<file path="src/rtl/pipe_run_ctrl_if.sv">
// Control bundle between the run sequencer and the pipeline / host side.
// master: drives run requests and ID-stage hazard status, observes controls and statistics.
// slave : the sequencer itself.
interface pipe_run_ctrl_if;
  // requests and operands
  logic        start;
  logic        abort;
  logic [31:0] op_floors;
  logic [31:0] op_resistance;
  // ID-stage hazard status
  logic        stall;
  logic        branch;
  logic        halt;
  // register-file initialisation
  logic [31:0] init_floors;
  logic [31:0] init_resistance;
  logic        rf_init;
  logic        pc_clear;
  // pipeline controls
  logic        pipe_en;
  logic        pc_hold;
  logic        if_id_hold;
  logic        if_id_flush;
  logic        id_ex_bubble;
  // status and statistics
  logic        busy;
  logic        done;
  logic        timeout;
  logic [31:0] cycle_count;
  logic [31:0] stall_count;
  logic [31:0] flush_count;

  modport master (
    output start, abort, op_floors, op_resistance, stall, branch, halt,
    input  init_floors, init_resistance, rf_init, pc_clear, pipe_en, pc_hold,
           if_id_hold, if_id_flush, id_ex_bubble, busy, done, timeout,
           cycle_count, stall_count, flush_count
  );

  modport slave (
    input  start, abort, op_floors, op_resistance, stall, branch, halt,
    output init_floors, init_resistance, rf_init, pc_clear, pipe_en, pc_hold,
           if_id_hold, if_id_flush, id_ex_bubble, busy, done, timeout,
           cycle_count, stall_count, flush_count
  );
endinterface

</file>
<file path="src/rtl/pipe_run_ctrl.sv">
// Run sequencer for the 5-stage pipeline: IDLE -> INIT -> RUN -> DRAIN -> DONE.
// Latches operands, initialises the register file, converts ID-stage stall/branch/halt
// into PC/IF/ID/ID-EX controls, drains after halt and keeps run statistics.
// Optional macro PIPE_STAT_EN: when defined, stall/flush statistics counters are built;
// otherwise those outputs are tied to zero.
module pipe_run_ctrl #(
  parameter int unsigned INIT_CYCLES  = 2,
  parameter int unsigned DRAIN_CYCLES = 3,
  parameter logic [31:0] MAX_CYCLES   = 32'd100000
) (
  input logic          clk_i,
  input logic          rst_i,
  pipe_run_ctrl_if.slave bus
);

  typedef enum logic [2:0] {S_IDLE, S_INIT, S_RUN, S_DRAIN, S_DONE} state_t;

  state_t      state_reg, state_next;
  logic [31:0] cnt_reg, cnt_next;
  logic [31:0] floors_reg, resistance_reg, cycle_reg;
  logic        busy_reg, done_reg, timeout_reg;
  logic        accept, timeout_hit, count_en, run_en;
  logic [31:0] cycle_inc;
  logic        rf_init, pc_clear, pipe_en, pc_hold, if_id_hold, if_id_flush, id_ex_bubble;

  function automatic logic [31:0] sat_inc(input logic [31:0] v);
    return (v == 32'hFFFF_FFFF) ? v : v + 32'd1;
  endfunction

  assign cycle_inc = sat_inc(cycle_reg);
  // Counters only advance in RUN/DRAIN, and an abort freezes them in the cycle it is seen.
  assign count_en  = (state_reg == S_RUN || state_reg == S_DRAIN) && !bus.abort;
  assign run_en    = (state_reg == S_RUN) && !bus.abort;

  // Next-state, down-counter and combinational pipeline controls.
  always_comb begin
    state_next   = state_reg;
    cnt_next     = cnt_reg;
    accept       = 1'b0;
    timeout_hit  = 1'b0;
    rf_init      = 1'b0;
    pc_clear     = 1'b0;
    pipe_en      = 1'b0;
    pc_hold      = 1'b0;
    if_id_hold   = 1'b0;
    if_id_flush  = 1'b0;
    id_ex_bubble = 1'b0;
    case (state_reg)
      S_IDLE, S_DONE: begin
        if (bus.start) begin
          accept     = 1'b1;
          cnt_next   = 32'(INIT_CYCLES - 1);
          state_next = S_INIT;
        end
      end
      S_INIT: begin
        rf_init  = 1'b1;
        pc_clear = 1'b1;
        if (cnt_reg == 32'd0) state_next = S_RUN;
        else                  cnt_next   = cnt_reg - 32'd1;
      end
      S_RUN: begin
        pipe_en = 1'b1;
        // A stalled ID stage holds stale operands, so branch/halt are not trusted then.
        if (bus.stall) begin
          pc_hold      = 1'b1;
          if_id_hold   = 1'b1;
          id_ex_bubble = 1'b1;
        end else if (bus.halt) begin
          pc_hold     = 1'b1;
          if_id_flush = 1'b1;
          cnt_next    = 32'(DRAIN_CYCLES - 1);
          state_next  = S_DRAIN;
        end else if (bus.branch) begin
          if_id_flush = 1'b1;
        end
        // Watchdog wins over a halt seen in the same cycle.
        if (cycle_inc >= MAX_CYCLES) begin
          timeout_hit = 1'b1;
          state_next  = S_DONE;
        end
      end
      S_DRAIN: begin
        pipe_en     = 1'b1;
        pc_hold     = 1'b1;
        if_id_flush = 1'b1;
        if (cnt_reg == 32'd0) state_next = S_DONE;
        else                  cnt_next   = cnt_reg - 32'd1;
      end
      default: state_next = S_IDLE;
    endcase
    if (bus.abort) begin
      state_next  = S_IDLE;
      cnt_next    = 32'd0;
      accept      = 1'b0;
      timeout_hit = 1'b0;
    end
  end

  // State, operand latches, registered status flags and the cycle counter.
  always_ff @(posedge clk_i) begin
    if (!rst_i) begin
      state_reg      <= S_IDLE;
      cnt_reg        <= 32'd0;
      floors_reg     <= 32'd0;
      resistance_reg <= 32'd0;
      cycle_reg      <= 32'd0;
      busy_reg       <= 1'b0;
      done_reg       <= 1'b0;
      timeout_reg    <= 1'b0;
    end else begin
      state_reg <= state_next;
      cnt_reg   <= cnt_next;
      busy_reg  <= (state_next == S_INIT) || (state_next == S_RUN) || (state_next == S_DRAIN);
      done_reg  <= (state_next == S_DONE);
      if (accept) begin
        floors_reg     <= bus.op_floors;
        resistance_reg <= bus.op_resistance;
        cycle_reg      <= 32'd0;
        timeout_reg    <= 1'b0;
      end else begin
        if (count_en)    cycle_reg   <= cycle_inc;
        if (timeout_hit) timeout_reg <= 1'b1;
      end
    end
  end

`ifdef PIPE_STAT_EN
  logic [31:0] stall_cnt_reg, flush_cnt_reg;

  // Stall/flush statistics over RUN cycles only.
  always_ff @(posedge clk_i) begin
    if (!rst_i) begin
      stall_cnt_reg <= 32'd0;
      flush_cnt_reg <= 32'd0;
    end else if (accept) begin
      stall_cnt_reg <= 32'd0;
      flush_cnt_reg <= 32'd0;
    end else if (run_en) begin
      if (bus.stall)  stall_cnt_reg <= sat_inc(stall_cnt_reg);
      if (if_id_flush) flush_cnt_reg <= sat_inc(flush_cnt_reg);
    end
  end

  assign bus.stall_count = stall_cnt_reg;
  assign bus.flush_count = flush_cnt_reg;
`else
  logic unused_run_en;
  assign unused_run_en   = run_en;
  assign bus.stall_count = 32'd0;
  assign bus.flush_count = 32'd0;
`endif

  assign bus.init_floors     = floors_reg;
  assign bus.init_resistance = resistance_reg;
  assign bus.rf_init         = rf_init;
  assign bus.pc_clear        = pc_clear;
  assign bus.pipe_en         = pipe_en;
  assign bus.pc_hold         = pc_hold;
  assign bus.if_id_hold      = if_id_hold;
  assign bus.if_id_flush     = if_id_flush;
  assign bus.id_ex_bubble    = id_ex_bubble;
  assign bus.busy            = busy_reg;
  assign bus.done            = done_reg;
  assign bus.timeout         = timeout_reg;
  assign bus.cycle_count     = cycle_reg;

endmodule

</file>
<file path="src/flat_wrapper.sv">
// flat-port wrapper written by rule: the top's interface ports become plain ports
module pipe_run_ctrl_flat 
#(
  parameter int unsigned INIT_CYCLES  = 2,
  parameter int unsigned DRAIN_CYCLES = 3,
  parameter logic [31:0] MAX_CYCLES   = 32'd100000
)
  (clk_i, rst_i, bus_start, bus_abort, bus_op_floors, bus_op_resistance, bus_stall, bus_branch, bus_halt, bus_init_floors, bus_init_resistance, bus_rf_init, bus_pc_clear, bus_pipe_en, bus_pc_hold, bus_if_id_hold, bus_if_id_flush, bus_id_ex_bubble, bus_busy, bus_done, bus_timeout, bus_cycle_count, bus_stall_count, bus_flush_count);
  pipe_run_ctrl_if bus_i ();
  input logic clk_i;
  input logic rst_i;
  input wire logic [$bits(bus_i.start)-1:0] bus_start;
  input wire logic [$bits(bus_i.abort)-1:0] bus_abort;
  input wire logic [$bits(bus_i.op_floors)-1:0] bus_op_floors;
  input wire logic [$bits(bus_i.op_resistance)-1:0] bus_op_resistance;
  input wire logic [$bits(bus_i.stall)-1:0] bus_stall;
  input wire logic [$bits(bus_i.branch)-1:0] bus_branch;
  input wire logic [$bits(bus_i.halt)-1:0] bus_halt;
  output wire logic [$bits(bus_i.init_floors)-1:0] bus_init_floors;
  output wire logic [$bits(bus_i.init_resistance)-1:0] bus_init_resistance;
  output wire logic [$bits(bus_i.rf_init)-1:0] bus_rf_init;
  output wire logic [$bits(bus_i.pc_clear)-1:0] bus_pc_clear;
  output wire logic [$bits(bus_i.pipe_en)-1:0] bus_pipe_en;
  output wire logic [$bits(bus_i.pc_hold)-1:0] bus_pc_hold;
  output wire logic [$bits(bus_i.if_id_hold)-1:0] bus_if_id_hold;
  output wire logic [$bits(bus_i.if_id_flush)-1:0] bus_if_id_flush;
  output wire logic [$bits(bus_i.id_ex_bubble)-1:0] bus_id_ex_bubble;
  output wire logic [$bits(bus_i.busy)-1:0] bus_busy;
  output wire logic [$bits(bus_i.done)-1:0] bus_done;
  output wire logic [$bits(bus_i.timeout)-1:0] bus_timeout;
  output wire logic [$bits(bus_i.cycle_count)-1:0] bus_cycle_count;
  output wire logic [$bits(bus_i.stall_count)-1:0] bus_stall_count;
  output wire logic [$bits(bus_i.flush_count)-1:0] bus_flush_count;
  assign bus_i.start = bus_start;
  assign bus_i.abort = bus_abort;
  assign bus_i.op_floors = bus_op_floors;
  assign bus_i.op_resistance = bus_op_resistance;
  assign bus_i.stall = bus_stall;
  assign bus_i.branch = bus_branch;
  assign bus_i.halt = bus_halt;
  assign bus_init_floors = bus_i.init_floors;
  assign bus_init_resistance = bus_i.init_resistance;
  assign bus_rf_init = bus_i.rf_init;
  assign bus_pc_clear = bus_i.pc_clear;
  assign bus_pipe_en = bus_i.pipe_en;
  assign bus_pc_hold = bus_i.pc_hold;
  assign bus_if_id_hold = bus_i.if_id_hold;
  assign bus_if_id_flush = bus_i.if_id_flush;
  assign bus_id_ex_bubble = bus_i.id_ex_bubble;
  assign bus_busy = bus_i.busy;
  assign bus_done = bus_i.done;
  assign bus_timeout = bus_i.timeout;
  assign bus_cycle_count = bus_i.cycle_count;
  assign bus_stall_count = bus_i.stall_count;
  assign bus_flush_count = bus_i.flush_count;
  pipe_run_ctrl #(.INIT_CYCLES(INIT_CYCLES), .DRAIN_CYCLES(DRAIN_CYCLES), .MAX_CYCLES(MAX_CYCLES)) u_core (.clk_i(clk_i), .rst_i(rst_i), .bus(bus_i));
endmodule
</file>
<file path="config.mk">
export PLATFORM = sky130hd
export DESIGN_NAME = pipe_run_ctrl_flat
export DESIGN_NICKNAME = d
export VERILOG_FILES = /design/src/rtl/pipe_run_ctrl_if.sv /design/src/rtl/pipe_run_ctrl.sv /design/src/flat_wrapper.sv
export SDC_FILE = /design/constraint.sdc
export NUM_CORES = 1
export LEC_CHECK = 0
export ABC_CLOCK_PERIOD_IN_PS = 4000
export BUFFER_PORTS_ARGS = -buffer_cell sky130_fd_sc_hd__clkbuf_2
export CAP_MARGIN = 20
export CORE_MARGIN = 8
export CORE_UTILIZATION = 51
export CTS_BUF_LIST = sky130_fd_sc_hd__clkbuf_16
export CTS_CLUSTER_DIAMETER = 60
export DETAILED_ROUTE_END_ITERATION = 8
export PLACE_DENSITY_LB_ADDON = 0.12
export SYNTH_ARGS = -nofsm -noshare
export SYNTH_HDL_FRONTEND = slang
export SYNTH_SLANG_ARGS = --single-unit
export TNS_END_PERCENT = 5
</file>
<file path="constraint.sdc">
create_clock -name clk_i -period 4 [get_ports clk_i]
set_clock_uncertainty 0.15 [all_clocks]
set_input_delay 0.2 -clock clk_i [delete_from_list [all_inputs] [get_ports clk_i]]
set_output_delay 0.2 -clock clk_i [all_outputs]
set_load 0.01 [all_outputs]
</file>
# Word level (Yosys, flattened, before mapping)
# Cells that the tools add are included.
[classes]
add_sub_neg = 2
n_lt_le_gt_ge = 1
n_eq_ne = 13
mux = 31
bitwise_logic = 1
reduce_logical = 14
[op_table]
columns = ["op", "n"]
rows = [
  ["32-bit two-way mux", 5],
  ["32-bit case mux with 3 select lines", 1],
  ["32-bit by 1-bit adder with 32-bit output (second input constant)", 1],
  ["32-bit equality test (second input constant)", 1],
  ["32-bit by 17-bit >= comparator with 1-bit output (second input constant)", 1],
  ["32-bit zero test", 1],
  ["32-bit by 1-bit subtractor with 32-bit output (second input constant)", 1],
  ["3-bit two-way mux", 7],
  ["1-bit two-way mux", 15],
  ["3-bit by 2-bit equality test with 1-bit output (second input constant)", 4],
  ["3-bit case mux with 4 select lines", 1],
  ["2-bit OR reduction", 5],
  ["2-bit inequality test (second input constant)", 4],
  ["3-bit by 1-bit equality test with 1-bit output (second input constant)", 2],
  ["3-bit equality test (second input constant)", 2],
  ["5-bit AND reduction", 1],
  ["1-bit case mux with 2 select lines", 2],
  ["3-bit zero test", 1],
  ["1-bit logical OR", 3],
  ["3-bit nonzero test", 1],
  ["1-bit logical AND", 1],
  ["1-bit zero test", 1],
  ["1-bit NOT", 1],
]
[totals]
ff_bits = 134
in_bits = 71
elab_cells = 70

# Depth between registers and ports, before layout
[depth]
depth_word = 9
depth_mapped = 10
depth_no_buf = 9

# Least setup slack after synthesis
# OpenSTA, ideal clock, no wires.
[synth_timing]
kind = "reg-to-reg"
start = "register u_core.cycle_reg[20] (netlist: u_core.bus.cycle_count[20])"
end = "register u_core.done_reg (netlist: u_core.bus.done)"
setup_time_ns = 0.128
arrival_time_ns = 2.734
required_ns = 3.722
slack_ns = 0.989
path_stages_with_launch = 10
period_less_slack_ns = 3.011
path_cell_list = "dfxtp_1 clkbuf_8 nand4_4 or4_4 o2111ai_2 mux2i_1 a31oi_1 or4_4 nor4b_4 o22ai_1"
[synth_between]
elab_chain_cells = 7
elab_cells_between_ends = 8
[synth_rtl]
columns = ["item", "line", "rtl"]
rows = [
  ["start, declared", "pipe_run_ctrl.sv:20", "logic [31:0] floors_reg, resistance_reg, cycle_reg;"],
  ["start signal, assigned", "pipe_run_ctrl.sv:122", "if (count_en) cycle_reg <= cycle_inc;"],
  ["32-bit by 1-bit adder with 32-bit output or 32-bit equality test (tied branches)", "pipe_run_ctrl.sv:27", "return (v == 32'hFFFF_FFFF) ? v : v + 32'd1;"],
  ["32-bit two-way mux *", "pipe_run_ctrl.sv:27", ""],
  ["32-bit by 17-bit >= comparator with 1-bit output *", "pipe_run_ctrl.sv:78", "if (cycle_inc >= MAX_CYCLES) begin"],
  ["3-bit two-way mux *", "pipe_run_ctrl.sv:78", ""],
  ["3-bit case mux with 4 select lines *", "pipe_run_ctrl.sv:48", "case (state_reg)"],
  ["3-bit two-way mux *", "pipe_run_ctrl.sv:92", "if (bus.abort) begin"],
  ["3-bit equality test *", "pipe_run_ctrl.sv:115", "done_reg <= (state_next == S_DONE);"],
  ["end signal, assigned", "pipe_run_ctrl.sv:115", ""],
  ["end, declared", "pipe_run_ctrl.sv:21", "logic busy_reg, done_reg, timeout_reg;"],
]
# Mark *: on every way between the ends. The rest lies on a longest branch, timed or not.
# A chain may end at the register's enable or synchronous reset.

# Worst setup path in the final report
[layout_timing]
start = "register u_core.cycle_reg[0] (netlist: u_core.bus.cycle_count[0])"
end = "register u_core.done_reg (netlist: u_core.bus.done)"
# The elaborated chain is that of the path after synthesis.

==> results.json <==
{
  "switching_share": 0.275,
  "die_x_microns": 132,
  "p_int_mw": 2.48,
  "hpwl_microns": 12900,
  "antenna_found_initial": 4,
  "drt_iter0_markers": 430,
  "post-place-cells": 1157,
  "pin_count": 241,
  "first_global_vias": 6179,
  "detail-route-antenna-nets": 0,
  "syn_inst": 846,
  "nets": 1139,
  "cts_setup_buffers": 0,
  "gp_congestion": 0.844,
  "final_hold_viol_count": 0,
  "yosys.area.top_type": "dfxtp_1",
  "route.detailed.drc": 0,
  "power.leakage_nw": 3.71,
  "slowest_stage": "or3_2",
  "synth_ff_type": "dfxtp_1",
  "synth_warnings": 0,
  "cts_root_buffer": "clkbuf_16",
  "vias_per_cell": 5.06,
  "fin_crit_sh": 0.869,
  "pwr_density_cell_mw_per_mm2": 389,
  "cts_sinks": 134,
  "switching_power_uw": 940,
  "post_synth_instance_area_sq_mm": 0.00690,
  "core_area_sq_mm": 0.0132,
  "crit_required_ns": 4.14,
  "numPortBuffers": 176,
  "grt.overflow.total": 0,
  "postLayoutCoreUtil": 0.665,
  "comb_power_share": 0.164,
  "fin_crit_ns": 3.48,
  "crit_family": "simple AND/OR/NAND/NOR gates",
  "fin_cells": 1259,
  "cts_buffers": 17,
  "ys_types": 66,
  "rows": 42,
  "fmax_mhz": 288,
  "synth_top_cell_area_share": 0.389,
  "grt_pass1_wl_microns": 30800,
  "crit_fanout": 12,
  "rsz0062_at_grt": "no",
  "finalSetupViolations": 0,
  "cp_cell_sequence": "ha_1 -> nand3_1 -> or3_2 -> nor3_4 -> or4_1 -> o211ai_1 -> or4_4 -> nor4b_4 -> o22ai_1",
  "synth.area.top_cells": "dfxtp_1, nand2_1, buf_4, a21boi_0, nor2_1",
  "die_y_microns": 132,
  "status": "completed",
  "grt_start_max_net_pins": 66,
  "synth_seq_cells": 134,
  "tns_ns": 0,
  "post_drt_wl_per_cell_microns": 14.9,
  "drv_cap": 0,
  "crit_arrival_ns": 3.62,
  "slew_violations": 0,
  "cts_tree": "yes",
  "start_util": 0.521,
  "end_kind": "register",
  "critPathBufInv": 0,
  "vdd_drop_max_v": 0.000329,
  "dr.pass1.iters": 4,
  "clock_latency_ns": 0.41,
  "route.vias.total": 6365,
  "drt_wl_total_microns": 18800,
  "yosysSeqAreaShare": 0.389,
  "clkTransAtPathRegs_ns": 0.06,
  "clockBufferDepth": 2,
  "synth_edf_count": 0,
  "worst_setup_path_start_kind": "register",
  "finalPower_mw": 3.42,
  "track_usage": 0.211,
  "htree_levels": 4,
  "hp-class": "primary input to register",
  "syn2layout_area_growth_pct": 27.5,
  "die_area_sq_mm": 0.0175,
  "max_slew_margin": 0.402,
  "worst_slew_pin_slew_ns": 0.889,
  "pwr-share-clk": 0.418,
  "syn_avg_cell_area_sq_um": 8.16,
  "drive_gt1_frac": 0.224,
  "cpPeakStageDelay_ns": 0.65,
  "async_flop_share": 0,
  "power_frac_seq": 0.418,
  "critPathKind": "register to register"
}
-- cells by family (layout without fill, tap and decap cells) --
family	Yosys count	in the layout	synth area share
other	1	68	0.000543
and+or+nand+nor	397	397	0.285
muxes	4	4	0.00580
xor gates and xnor gates	55	55	0.0698
adders and majority gates	2	2	0.00362
buffers and inverters	116	286	0.108
DFF	134	134	0.389
AOI/OAI and AO/OA	137	137	0.139
-- path summary, 6_finish.rpt --
kind / startpoint / end / slack [ns] / cells after the start
setup / recovery: u_core.bus.cycle_count[0] / u_core.bus.done / 0.52 / 9
hold / removal: bus_stall / u_core.state_reg[0] / 0.01 / 4
setup reg to reg: u_core.bus.cycle_count[0] / u_core.bus.done / 0.52 / 9
hold reg to reg: u_core.bus.init_resistance[4] / u_core.bus.init_resistance[4] / 0.31 / 2
-- cell type report --
class,instances,area (sq um)
antenna,4,10.0
clock buffer,17,425
clock inverter,15,115
fill,1179,4440
inverter,4,15.0
multi-input combinational,659,3730
sequential,134,2680
tap,176,220
timing repair buffer,250,1610
-- stage by stage --
step | worst slack [ns] | area [sq um] | hold slack [ns]
2_1_floorplan | 0.989 | 7140 | 0.195
3_3_place_gp | 0.657 | 7590 | 0.286
3_5_place_dp | 0.594 | 7590 | 0.293
4_1_cts | 0.555 | 8780 | 0.00357
5_1_grt | 0.291 | 8800 | 0.0666
6_report | 0.525 | 8800 | 0.0130
-- cells in the final DEF (no fill, tap or decap), types with 5 or more instances in the layout --
master / instances
clkinv_2: 7
a21boi_0: 65
or4_1: 11
a21oi_1: 20
or3_1: 18
clkbuf_2: 176
nand2_1: 165
dlygate4sd3_1: 65
dfxtp_1: 134
a31oi_1: 5
clkbuf_16: 17
nand2b_1: 5
buf_4: 8
xor2_1: 25
nor3_1: 20
o31ai_1: 5
nor2_1: 76
and3_1: 7
o21ai_0: 13
nand3_1: 24
xnor2_1: 30
inv_1: 5
conb_1: 64
nand4_1: 13
nor4_1: 19
-- cell usage after synthesis (14+ instances only) --
master    number
a21boi_0      65
a21oi_1       20
buf_4         69
clkbuf_1      30
dfxtp_1      134
nand2_1      165
nand3_1       24
nor2_1        77
nor3_1        21
nor4_1        19
o21ai_0       14
or3_1         18
xnor2_1       30
xor2_1        25
-- metal layers --
layer  track usage  part of all wire  vias to the layer above
met3        0.0736             0.060                       42
met4        0.0991             0.033                        0
met2         0.359              0.50                      180
met5             0                 0                        -
li1              -                 -                     3230
met1         0.230              0.41                     2913
-- power by group through the flow --
stage               clock, mW  combinational [mW]  sequential, mW
floorplan                   0               0.395            1.47
global placement            0               0.501            1.46
detailed placement          0               0.501            1.46
CTS                      1.46               0.556            1.43
global route             1.52               0.626            1.44
finish                   1.43               0.561            1.43
-- worst reg2reg max path, stage by stage (launching register included) --
cell and delay [ns]:
dfxtp_1 0.41, ha_1 0.21, nand3_1 0.36, or3_2 0.65, nor3_4 0.26, or4_1 0.19
o211ai_1 0.10, or4_4 0.54, nor4b_4 0.35, o22ai_1 0.13
-- repair_timing --
item                      in CTS  in global routing
hold endpoints to repair      65                  0
hold buffers                  65                  0
gates resized for setup        0                  0
Power figures use the tool's default switching activity.
